`src/rtl/vga_timing_pkg.sv`:
```
// Package: vga_timing_pkg
// Purpose: shared definitions for the raster timing generator.
//   - region_e:      position of a counter inside one axis (active, porches, sync)
//   - mode constants: ready-made timing sets for common display modes
//   - axis_total / h_total / v_total: total length of an axis in clocks or lines
package vga_timing_pkg;

    // Where an axis counter currently sits inside its period
    typedef enum logic [1:0] {
        REGION_ACTIVE = 2'd0,
        REGION_FRONT  = 2'd1,
        REGION_SYNC   = 2'd2,
        REGION_BACK   = 2'd3
    } region_e;

    // 640x480 @ 60 Hz, 25.175 MHz pixel clock, both syncs active-low
    localparam int   VGA_640x480_H_ACTIVE  = 640;
    localparam int   VGA_640x480_H_FP      = 16;
    localparam int   VGA_640x480_H_SYNC    = 96;
    localparam int   VGA_640x480_H_BP      = 48;
    localparam int   VGA_640x480_V_ACTIVE  = 480;
    localparam int   VGA_640x480_V_FP      = 10;
    localparam int   VGA_640x480_V_SYNC    = 2;
    localparam int   VGA_640x480_V_BP      = 33;
    localparam logic VGA_640x480_H_POL     = 1'b0;
    localparam logic VGA_640x480_V_POL     = 1'b0;

    // 800x600 @ 60 Hz, 40 MHz pixel clock, both syncs active-high
    localparam int   SVGA_800x600_H_ACTIVE = 800;
    localparam int   SVGA_800x600_H_FP     = 40;
    localparam int   SVGA_800x600_H_SYNC   = 128;
    localparam int   SVGA_800x600_H_BP     = 88;
    localparam int   SVGA_800x600_V_ACTIVE = 600;
    localparam int   SVGA_800x600_V_FP     = 1;
    localparam int   SVGA_800x600_V_SYNC   = 4;
    localparam int   SVGA_800x600_V_BP     = 23;
    localparam logic SVGA_800x600_H_POL    = 1'b1;
    localparam logic SVGA_800x600_V_POL    = 1'b1;

    function automatic int axis_total(input int active, input int fp, input int sync, input int bp);
        return active + fp + sync + bp;
    endfunction

    function automatic int h_total(input int h_active, input int h_fp, input int h_sync, input int h_bp);
        return axis_total(h_active, h_fp, h_sync, h_bp);
    endfunction

    function automatic int v_total(input int v_active, input int v_fp, input int v_sync, input int v_bp);
        return axis_total(v_active, v_fp, v_sync, v_bp);
    endfunction

endpackage

```
`src/rtl/vga_axis_counter.sv`:
```
// Module: vga_axis_counter
// Purpose: one raster axis. A counter running 0..TOTAL-1 that advances when
//          inc_i is high and wraps to 0, plus a combinational decode of the
//          current count into its region and the sync level.
// Ports:
//   clk_i     in   pixel clock
//   rst_ni    in   asynchronous reset, active-low (count returns to 0)
//   inc_i     in   advance the count on this edge
//   cnt_o     out  current count (CW bits)
//   wrap_o    out  high when this edge takes the count from TOTAL-1 back to 0
//   region_o  out  region of the current count
//   sync_o    out  POL while in the sync region, ~POL otherwise
module vga_axis_counter
    import vga_timing_pkg::*;
#(
    parameter int   ACTIVE = 640,
    parameter int   FP     = 16,
    parameter int   SYNC   = 96,
    parameter int   BP     = 48,
    parameter logic POL    = 1'b0,
    parameter int   CW     = 11
) (
    input  logic          clk_i,
    input  logic          rst_ni,
    input  logic          inc_i,
    output logic [CW-1:0] cnt_o,
    output logic          wrap_o,
    output region_e       region_o,
    output logic          sync_o
);

    localparam int            TOTAL       = axis_total(ACTIVE, FP, SYNC, BP);
    localparam logic [CW-1:0] LAST_C      = CW'(TOTAL - 1);
    localparam logic [CW-1:0] FRONT_START = CW'(ACTIVE);
    localparam logic [CW-1:0] SYNC_START  = CW'(ACTIVE + FP);
    localparam logic [CW-1:0] BACK_START  = CW'(ACTIVE + FP + SYNC);
    localparam logic [CW-1:0] ONE_C       = CW'(1'b1);

    logic [CW-1:0] cnt_q;
    logic [CW-1:0] cnt_d;
    logic          wrap_s;
    region_e       region_s;
    logic          sync_s;

    // Next count: hold, increment, or wrap at the end of the period
    always_comb begin
        cnt_d  = cnt_q;
        wrap_s = 1'b0;
        if (inc_i) begin
            if (cnt_q == LAST_C) begin
                cnt_d  = '0;
                wrap_s = 1'b1;
            end else begin
                cnt_d  = cnt_q + ONE_C;
                wrap_s = 1'b0;
            end
        end else begin
            cnt_d  = cnt_q;
            wrap_s = 1'b0;
        end
    end

    // Count register
    always_ff @(posedge clk_i or negedge rst_ni) begin
        if (!rst_ni) begin
            cnt_q <= '0;
        end else begin
            cnt_q <= cnt_d;
        end
    end

    // Region decode; the regions are contiguous so ordered compares suffice
    always_comb begin
        region_s = REGION_ACTIVE;
        if (cnt_q < FRONT_START) begin
            region_s = REGION_ACTIVE;
        end else if (cnt_q < SYNC_START) begin
            region_s = REGION_FRONT;
        end else if (cnt_q < BACK_START) begin
            region_s = REGION_SYNC;
        end else begin
            region_s = REGION_BACK;
        end
    end

    // Sync level follows the region
    always_comb begin
        sync_s = ~POL;
        case (region_s)
            REGION_SYNC: sync_s = POL;
            default:     sync_s = ~POL;
        endcase
    end

    assign cnt_o    = cnt_q;
    assign wrap_o   = wrap_s;
    assign region_o = region_s;
    assign sync_o   = sync_s;

endmodule

```
`src/rtl/vga_timing_gen.sv`:
```
// Module: vga_timing_gen
// Purpose: parametrised raster timing generator. Horizontal and vertical
//          counters both run on vga_clk; every output is a register decoded
//          from the counters as they stood before the edge, so outputs lag
//          the counters by one clock. A second coordinate stream (fetch_*)
//          runs LEAD enabled clocks ahead of de/posx/posy so a framebuffer
//          read can be launched early.
// Ports:
//   vga_clk      in   pixel clock
//   rst_n        in   asynchronous reset, active-low
//   en           in   advance enable; 0 freezes the raster
//   posx/posy    out  current pixel column/line, valid while de=1
//   de           out  display enable
//   hsync/vsync  out  syncs, active level H_POL/V_POL
//   line_start   out  pulse with de of pixel (0,y)
//   frame_start  out  pulse with de of pixel (0,0)
//   fetch_valid  out  fetch coordinate lies inside the active area
//   fetch_x/y    out  coordinate de will present LEAD enabled clocks later
module vga_timing_gen
    import vga_timing_pkg::*;
#(
    parameter int   H_ACTIVE = 640,
    parameter int   H_FP     = 16,
    parameter int   H_SYNC   = 96,
    parameter int   H_BP     = 48,
    parameter int   V_ACTIVE = 480,
    parameter int   V_FP     = 10,
    parameter int   V_SYNC   = 2,
    parameter int   V_BP     = 33,
    parameter logic H_POL    = 1'b0,
    parameter logic V_POL    = 1'b0,
    parameter int   LEAD     = 0,
    parameter int   CW       = 11
) (
    input  logic          vga_clk,
    input  logic          rst_n,
    input  logic          en,
    output logic [CW-1:0] posx,
    output logic [CW-1:0] posy,
    output logic          de,
    output logic          hsync,
    output logic          vsync,
    output logic          line_start,
    output logic          frame_start,
    output logic          fetch_valid,
    output logic [CW-1:0] fetch_x,
    output logic [CW-1:0] fetch_y
);

    localparam int            H_TOTAL    = h_total(H_ACTIVE, H_FP, H_SYNC, H_BP);
    localparam int            V_TOTAL    = v_total(V_ACTIVE, V_FP, V_SYNC, V_BP);
    localparam logic [CW:0]   LEAD_W     = (CW+1)'(LEAD);
    localparam logic [CW:0]   H_TOTAL_W  = (CW+1)'(H_TOTAL);
    localparam logic [CW-1:0] H_TOTAL_C  = CW'(H_TOTAL);
    localparam logic [CW-1:0] H_ACTIVE_C = CW'(H_ACTIVE);
    localparam logic [CW-1:0] V_ACTIVE_C = CW'(V_ACTIVE);
    localparam logic [CW-1:0] V_LAST_C   = CW'(V_TOTAL - 1);
    localparam logic [CW-1:0] ONE_C      = CW'(1'b1);

    if ((H_FP == 0) || (H_SYNC == 0) || (H_BP == 0) ||
        (V_FP == 0) || (V_SYNC == 0) || (V_BP == 0)) begin : g_bad_porch
        $error("vga_timing_gen: porch and sync widths must be non-zero");
    end
    if ((LEAD < 0) || (LEAD >= H_TOTAL)) begin : g_bad_lead
        $error("vga_timing_gen: LEAD must lie in 0..H_TOTAL-1");
    end
    if ((H_TOTAL > (2 ** CW)) || (V_TOTAL > (2 ** CW))) begin : g_bad_cw
        $error("vga_timing_gen: CW too narrow for the line or frame total");
    end

    logic [CW-1:0] h_cnt_s;
    logic          h_wrap_s;
    region_e       h_region_s;
    logic          h_sync_s;
    logic [CW-1:0] v_cnt_s;
    logic          v_wrap_unused_s;
    region_e       v_region_s;
    logic          v_sync_s;
    logic          v_inc_s;

    assign v_inc_s = en & h_wrap_s;

    vga_axis_counter #(
        .ACTIVE (H_ACTIVE),
        .FP     (H_FP),
        .SYNC   (H_SYNC),
        .BP     (H_BP),
        .POL    (H_POL),
        .CW     (CW)
    ) u_h_axis (
        .clk_i    (vga_clk),
        .rst_ni   (rst_n),
        .inc_i    (en),
        .cnt_o    (h_cnt_s),
        .wrap_o   (h_wrap_s),
        .region_o (h_region_s),
        .sync_o   (h_sync_s)
    );

    vga_axis_counter #(
        .ACTIVE (V_ACTIVE),
        .FP     (V_FP),
        .SYNC   (V_SYNC),
        .BP     (V_BP),
        .POL    (V_POL),
        .CW     (CW)
    ) u_v_axis (
        .clk_i    (vga_clk),
        .rst_ni   (rst_n),
        .inc_i    (v_inc_s),
        .cnt_o    (v_cnt_s),
        .wrap_o   (v_wrap_unused_s),
        .region_o (v_region_s),
        .sync_o   (v_sync_s)
    );

    logic          de_s;
    logic          line_start_s;
    logic          frame_start_s;
    logic [CW:0]   fsum_s;
    logic [CW-1:0] fh_s;
    logic [CW-1:0] fv_s;
    logic          fvalid_s;

    // Display-region decode of the current counters
    always_comb begin
        de_s          = (h_region_s == REGION_ACTIVE) && (v_region_s == REGION_ACTIVE);
        line_start_s  = de_s && (h_cnt_s == '0);
        frame_start_s = line_start_s && (v_cnt_s == '0);
    end

    // Fetch coordinate: h_cnt+LEAD at CW+1 bits; a carry past the line end
    // moves to the start of the next line (and the next frame after the last line).
    // The true wrapped column is below 2**CW, so subtracting at CW bits is exact.
    always_comb begin
        fsum_s = {1'b0, h_cnt_s} + LEAD_W;
        fh_s   = fsum_s[CW-1:0];
        fv_s   = v_cnt_s;
        if (fsum_s >= H_TOTAL_W) begin
            fh_s = fsum_s[CW-1:0] - H_TOTAL_C;
            if (v_cnt_s == V_LAST_C) begin
                fv_s = '0;
            end else begin
                fv_s = v_cnt_s + ONE_C;
            end
        end else begin
            fh_s = fsum_s[CW-1:0];
            fv_s = v_cnt_s;
        end
        fvalid_s = (fh_s < H_ACTIVE_C) && (fv_s < V_ACTIVE_C);
    end

    logic [CW-1:0] posx_q, posx_d;
    logic [CW-1:0] posy_q, posy_d;
    logic          de_q, de_d;
    logic          hsync_q, hsync_d;
    logic          vsync_q, vsync_d;
    logic          line_start_q, line_start_d;
    logic          frame_start_q, frame_start_d;
    logic          fetch_valid_q, fetch_valid_d;
    logic [CW-1:0] fetch_x_q, fetch_x_d;
    logic [CW-1:0] fetch_y_q, fetch_y_d;

    // Output next-state: with en low the strobes drop and everything else holds
    always_comb begin
        posx_d        = posx_q;
        posy_d        = posy_q;
        de_d          = 1'b0;
        hsync_d       = hsync_q;
        vsync_d       = vsync_q;
        line_start_d  = 1'b0;
        frame_start_d = 1'b0;
        fetch_valid_d = 1'b0;
        fetch_x_d     = fetch_x_q;
        fetch_y_d     = fetch_y_q;
        if (en) begin
            de_d          = de_s;
            hsync_d       = h_sync_s;
            vsync_d       = v_sync_s;
            line_start_d  = line_start_s;
            frame_start_d = frame_start_s;
            fetch_valid_d = fvalid_s;
            if (de_s) begin
                posx_d = h_cnt_s;
                posy_d = v_cnt_s;
            end else begin
                posx_d = posx_q;
                posy_d = posy_q;
            end
            if (fvalid_s) begin
                fetch_x_d = fh_s;
                fetch_y_d = fv_s;
            end else begin
                fetch_x_d = fetch_x_q;
                fetch_y_d = fetch_y_q;
            end
        end else begin
            de_d          = 1'b0;
            line_start_d  = 1'b0;
            frame_start_d = 1'b0;
            fetch_valid_d = 1'b0;
        end
    end

    // Output registers
    always_ff @(posedge vga_clk or negedge rst_n) begin
        if (!rst_n) begin
            posx_q        <= '0;
            posy_q        <= '0;
            de_q          <= 1'b0;
            hsync_q       <= ~H_POL;
            vsync_q       <= ~V_POL;
            line_start_q  <= 1'b0;
            frame_start_q <= 1'b0;
            fetch_valid_q <= 1'b0;
            fetch_x_q     <= '0;
            fetch_y_q     <= '0;
        end else begin
            posx_q        <= posx_d;
            posy_q        <= posy_d;
            de_q          <= de_d;
            hsync_q       <= hsync_d;
            vsync_q       <= vsync_d;
            line_start_q  <= line_start_d;
            frame_start_q <= frame_start_d;
            fetch_valid_q <= fetch_valid_d;
            fetch_x_q     <= fetch_x_d;
            fetch_y_q     <= fetch_y_d;
        end
    end

    assign posx        = posx_q;
    assign posy        = posy_q;
    assign de          = de_q;
    assign hsync       = hsync_q;
    assign vsync       = vsync_q;
    assign line_start  = line_start_q;
    assign frame_start = frame_start_q;
    assign fetch_valid = fetch_valid_q;
    assign fetch_x     = fetch_x_q;
    assign fetch_y     = fetch_y_q;

endmodule

```
`config.mk`:
```
export PLATFORM = sky130hd
export DESIGN_NAME = vga_timing_gen
export DESIGN_NICKNAME = d
export VERILOG_FILES = /design/src/rtl/vga_timing_pkg.sv /design/src/rtl/vga_axis_counter.sv /design/src/rtl/vga_timing_gen.sv
export SDC_FILE = /design/constraint.sdc
export NUM_CORES = 1
export LEC_CHECK = 0
export ABC_AREA = 1
export BUFFER_PORTS_ARGS = -buffer_cell sky130_fd_sc_hd__buf_2
export CAP_MARGIN = 25
export CORE_MARGIN = 4
export CORE_UTILIZATION = 40
export CTS_CLUSTER_SIZE = 8
export DETAILED_ROUTE_END_ITERATION = 6
export SLEW_MARGIN = 20
export SYNTH_ARGS = -nofsm -noshare
export SYNTH_HDL_FRONTEND = slang
export SYNTH_SLANG_ARGS = --single-unit
```
`constraint.sdc`:
```
create_clock -name vga_clk -period 2 [get_ports vga_clk]
set_input_delay 0.1 -clock vga_clk [delete_from_list [all_inputs] [get_ports vga_clk]]
set_output_delay 0.1 -clock vga_clk [all_outputs]
set_load 0.005 [all_outputs]
```
==> flow_metrics.tcl <==
set metrics [dict create \
    status "finished, violations left" \
    failed_checks "negative setup slack" \
    track_usage_pct 18.1 \
    cts_buffer_depth 2 \
    avgRoutedWirePerCell_um 14.3 \
    synth-edff-count 0 \
    yosysSeqAreaShare_pct 49.5 \
    hold_viol 0 \
    critPathMaxStageDelay_ns 0.43 \
    vias 3245 \
    fin_crit_sh_pct 100 \
    synth.avg_cell_area_um2 8.04 \
    ys_types 31 \
    met2_length_mm 4.15 \
    cts_buffers 9 \
    initial_core_util_pct 41.4 \
    grt_pass1_wl_mm 15.1 \
    regArea_mm2 0.00181 \
    drt_pass1_iterations 5 \
    synth_top_area_share_pct 48.1 \
    multi_input_comb_area_mm2 0.00164 \
    finClkSkew_ns 0.0129 \
    ys_ff_latch 72 \
    insertion_delay_ns 0.35 \
    crit_family "simple AND/OR/NAND/NOR gates" \
    path_clk_slew_ns 0.09 \
    stdcell_count 652 \
    period_minus_slack_ns 2.00 \
    totalWireLength_mm 9.30 \
    syn2layout_area_growth_pct 27.7 \
    critPathKind "reg2reg" \
    antenna_found_initial 0 \
    drc 0 \
    synthFlopType "dfrtp_1" \
    final_util_pct 52.8 \
    cts_tree "built" \
    die_w_um 103 \
    final_nets 550 \
    nFillCells 821 \
    power.internal_mw 3.11 \
    avgViaCountPerCell 4.98 \
    cp.arrival_ns 2.25 \
    diodes 0 \
    wl_met1_mm 4.57 \
    crit_chain "inv_1 > ha_4 > nand3_1 > nor2_1 > nand2_2 > nand3_2 > nand2_1 > nand2_1 > nand2_1 > nor2_4 > nand3_4 > clkbuf_16 > nand2_1 > nand2_1" \
    p_per_area_mw_per_mm2 1010 \
    drive_gt1_share_pct 27.9 \
    rows 34 \
    critPathBufInv 2 \
    grt_overflow 0 \
    cpMostUsedCell "nand2_1" \
    p_leak_nw 2.50 \
    hpwl_mm 6.68 \
    ios 53 \
    cts_root_buf "clkbuf_8" \
    crit_fanout 11 \
    pwr-share-comb_pct 30.8 \
    wl_met3_um 450 \
    crit_slowest_cell "dfrtp_1" \
    min-delay-path-class "in2reg" \
    yosys.area.top_type "dfrtp_1" \
    detailedPlace.worstSlack_ns -0.0248 \
    ir_drop_uv 445 \
    grt_pass1_vias 3076 \
    clockPowerShare_pct 28.1 \
    finalSetupViolations 2 \
    start_kind "register" \
    fin_ws_ns -0.00175 \
    port_buffers 52 \
    dieHeight_um 103 \
    end_kind "register" \
    switching_share_pct 34.0 \
    slew_viol_final 0 \
    crit_required_ns 2.25 \
    yosys_warnings 0 \
    first_iter_violations 243 \
    tightestPinTransition_ns 0.573 \
    top_layer "met4" \
    netlist_top_cells_count "nand2_1 (147), dfrtp_1 (70), inv_1 (47)" \
    synth_area_leaders "dfrtp_1 (48%), nand2_1 (15%), o21ai_0 (5.6%), inv_1 (4.8%), nand4_1 (3.8%)" \
    fmax_ghz 0.500 \
    synthCells 453 \
    sequentialPowerShare_pct 41.1 \
    grt_max_degree 50 \
    tns_ns -0.00308 \
    ctsHtreeMaxLevel 3 \
    reg2reg_slack_ns -0.002 \
    die_area_mm2 0.0107 \
    synth_area_mm2 0.00364 \
    synth_nets 464 \
    async_flop_share_pct 100 \
    max-slew-margin-rel_pct 61.8 \
    cts_sinks 72 \
    finalWeightedCongestion 0.891 \
    power_switching_mw 1.60 \
    detail-route-antenna-nets 0 \
    drv_cap 0 \
    placed_cells 626 \
    synth_most_common_cell "nand2_1" \
    core_area_mm2 0.00881 \
    rsz0062_at_grt "true" \
]
power groups by stage:
stage | Sequential (mW) | Clock [mW] | Combinational [mW]
3_5_place_dp | 1.96 | 0 | 1.33
2_1_floorplan | 1.99 | 0 | 0.644
4_1_cts | 1.93 | 1.34 | 1.35
3_3_place_gp | 1.95 | 0 | 1.30
5_1_grt | 1.98 | 1.42 | 1.64
6_report | 1.94 | 1.32 | 1.45
sequential cells by signal (all words and copies together), names as in the netlist:
signal,count
posx,11
fetch_y,11
vsync,1
hsync,1
u_v_axis.cnt_o,11
fetch_x,11
line_start,1
posy,11
frame_start,1
fetch_valid,1
u_h_axis.cnt_o,11
de,1
cell families after synthesis:
family	Yosys count	share of synthesized area, %
simple gates	241	29.1
buf+inv	69	8.83
flops	72	49.5
fa+ha+maj	8	2.75
xor+xnor	8	1.92
compound gates	55	7.93
path summary, 6_finish.rpt:
check	from	end	cells past startpoint
hold / removal	en	u_h_axis.cnt_o[0]$_DFFE_PN0P_	3
min in group asynchronous	rst_n	line_start$_DFF_PN0_	2
hold reg to reg	fetch_y[10]$_DFFE_PN0P_	fetch_y[10]$_DFFE_PN0P_	2
max in group asynchronous	rst_n	u_v_axis.cnt_o[0]$_DFFE_PN0P_	3
setup / recovery	u_v_axis.cnt_o[1]$_DFFE_PN0P_	fetch_x[7]$_DFFE_PN0P_	14
setup reg to reg	u_v_axis.cnt_o[1]$_DFFE_PN0P_	fetch_x[7]$_DFFE_PN0P_	14
final cells by class:
class | count | area share, %
tap | 108 | 2.90
timing repair buffer | 90 | 13.8
multi-input combinational | 313 | 35.3
clock buffer | 9 | 2.66
inverter | 53 | 4.33
clock inverter | 7 | 2.20
sequential | 72 | 38.8
layout by cell type, fill, tap and decap left out, types with 4 or more instances in the layout:
master / count
nand2_1: 140
dfrtp_1: 69
buf_2: 52
inv_1: 43
o21ai_0: 41
nor2_1: 31
buf_4: 29
nand4_1: 22
nand3_1: 14
inv_2: 9
clkbuf_8: 9
nand2_2: 8
xor2_1: 8
a21oi_1: 8
nor2_2: 6
nand2_4: 5
nor2_4: 5
buf_12: 4
worst min-delay path, cell delays in order:
cell	delay (ns)
buf_2	0.09
buf_4	0.16
a21oi_1	0.08
per-layer routing:
| layer | GRT usage [%] | up-vias |
|---|---|---|
| met5 | 0 | - |
| met3 | 2.88 | 13 |
| met2 | 26.7 | 78 |
| li1 | - | 1617 |
| met1 | 26.8 | 1537 |
| met4 | 6.67 | 0 |
per-stage QoR:
| step | power (mW) | hold WS, ns | cell area [um2] |
|---|---|---|---|
| floorplan | 2.64 | -0.196 | 3640 |
| global placement | 3.25 | 0.126 | 4180 |
| detailed placement | 3.29 | 0.136 | 4180 |
| CTS | 4.62 | 0.118 | 4440 |
| global route | 5.04 | 0.142 | 4650 |
| finish | 4.72 | 0.132 | 4650 |
what timing repair did:
item,in CTS,in global routing
pin swaps,1,16
hold endpoints to repair,21,0
endpoints found under the setup margin,21,33
resized for setup,4,35
hold buffers,1,0
cloned,1,2
setup buffers,0,6
Power figures use the tool's default switching activity.
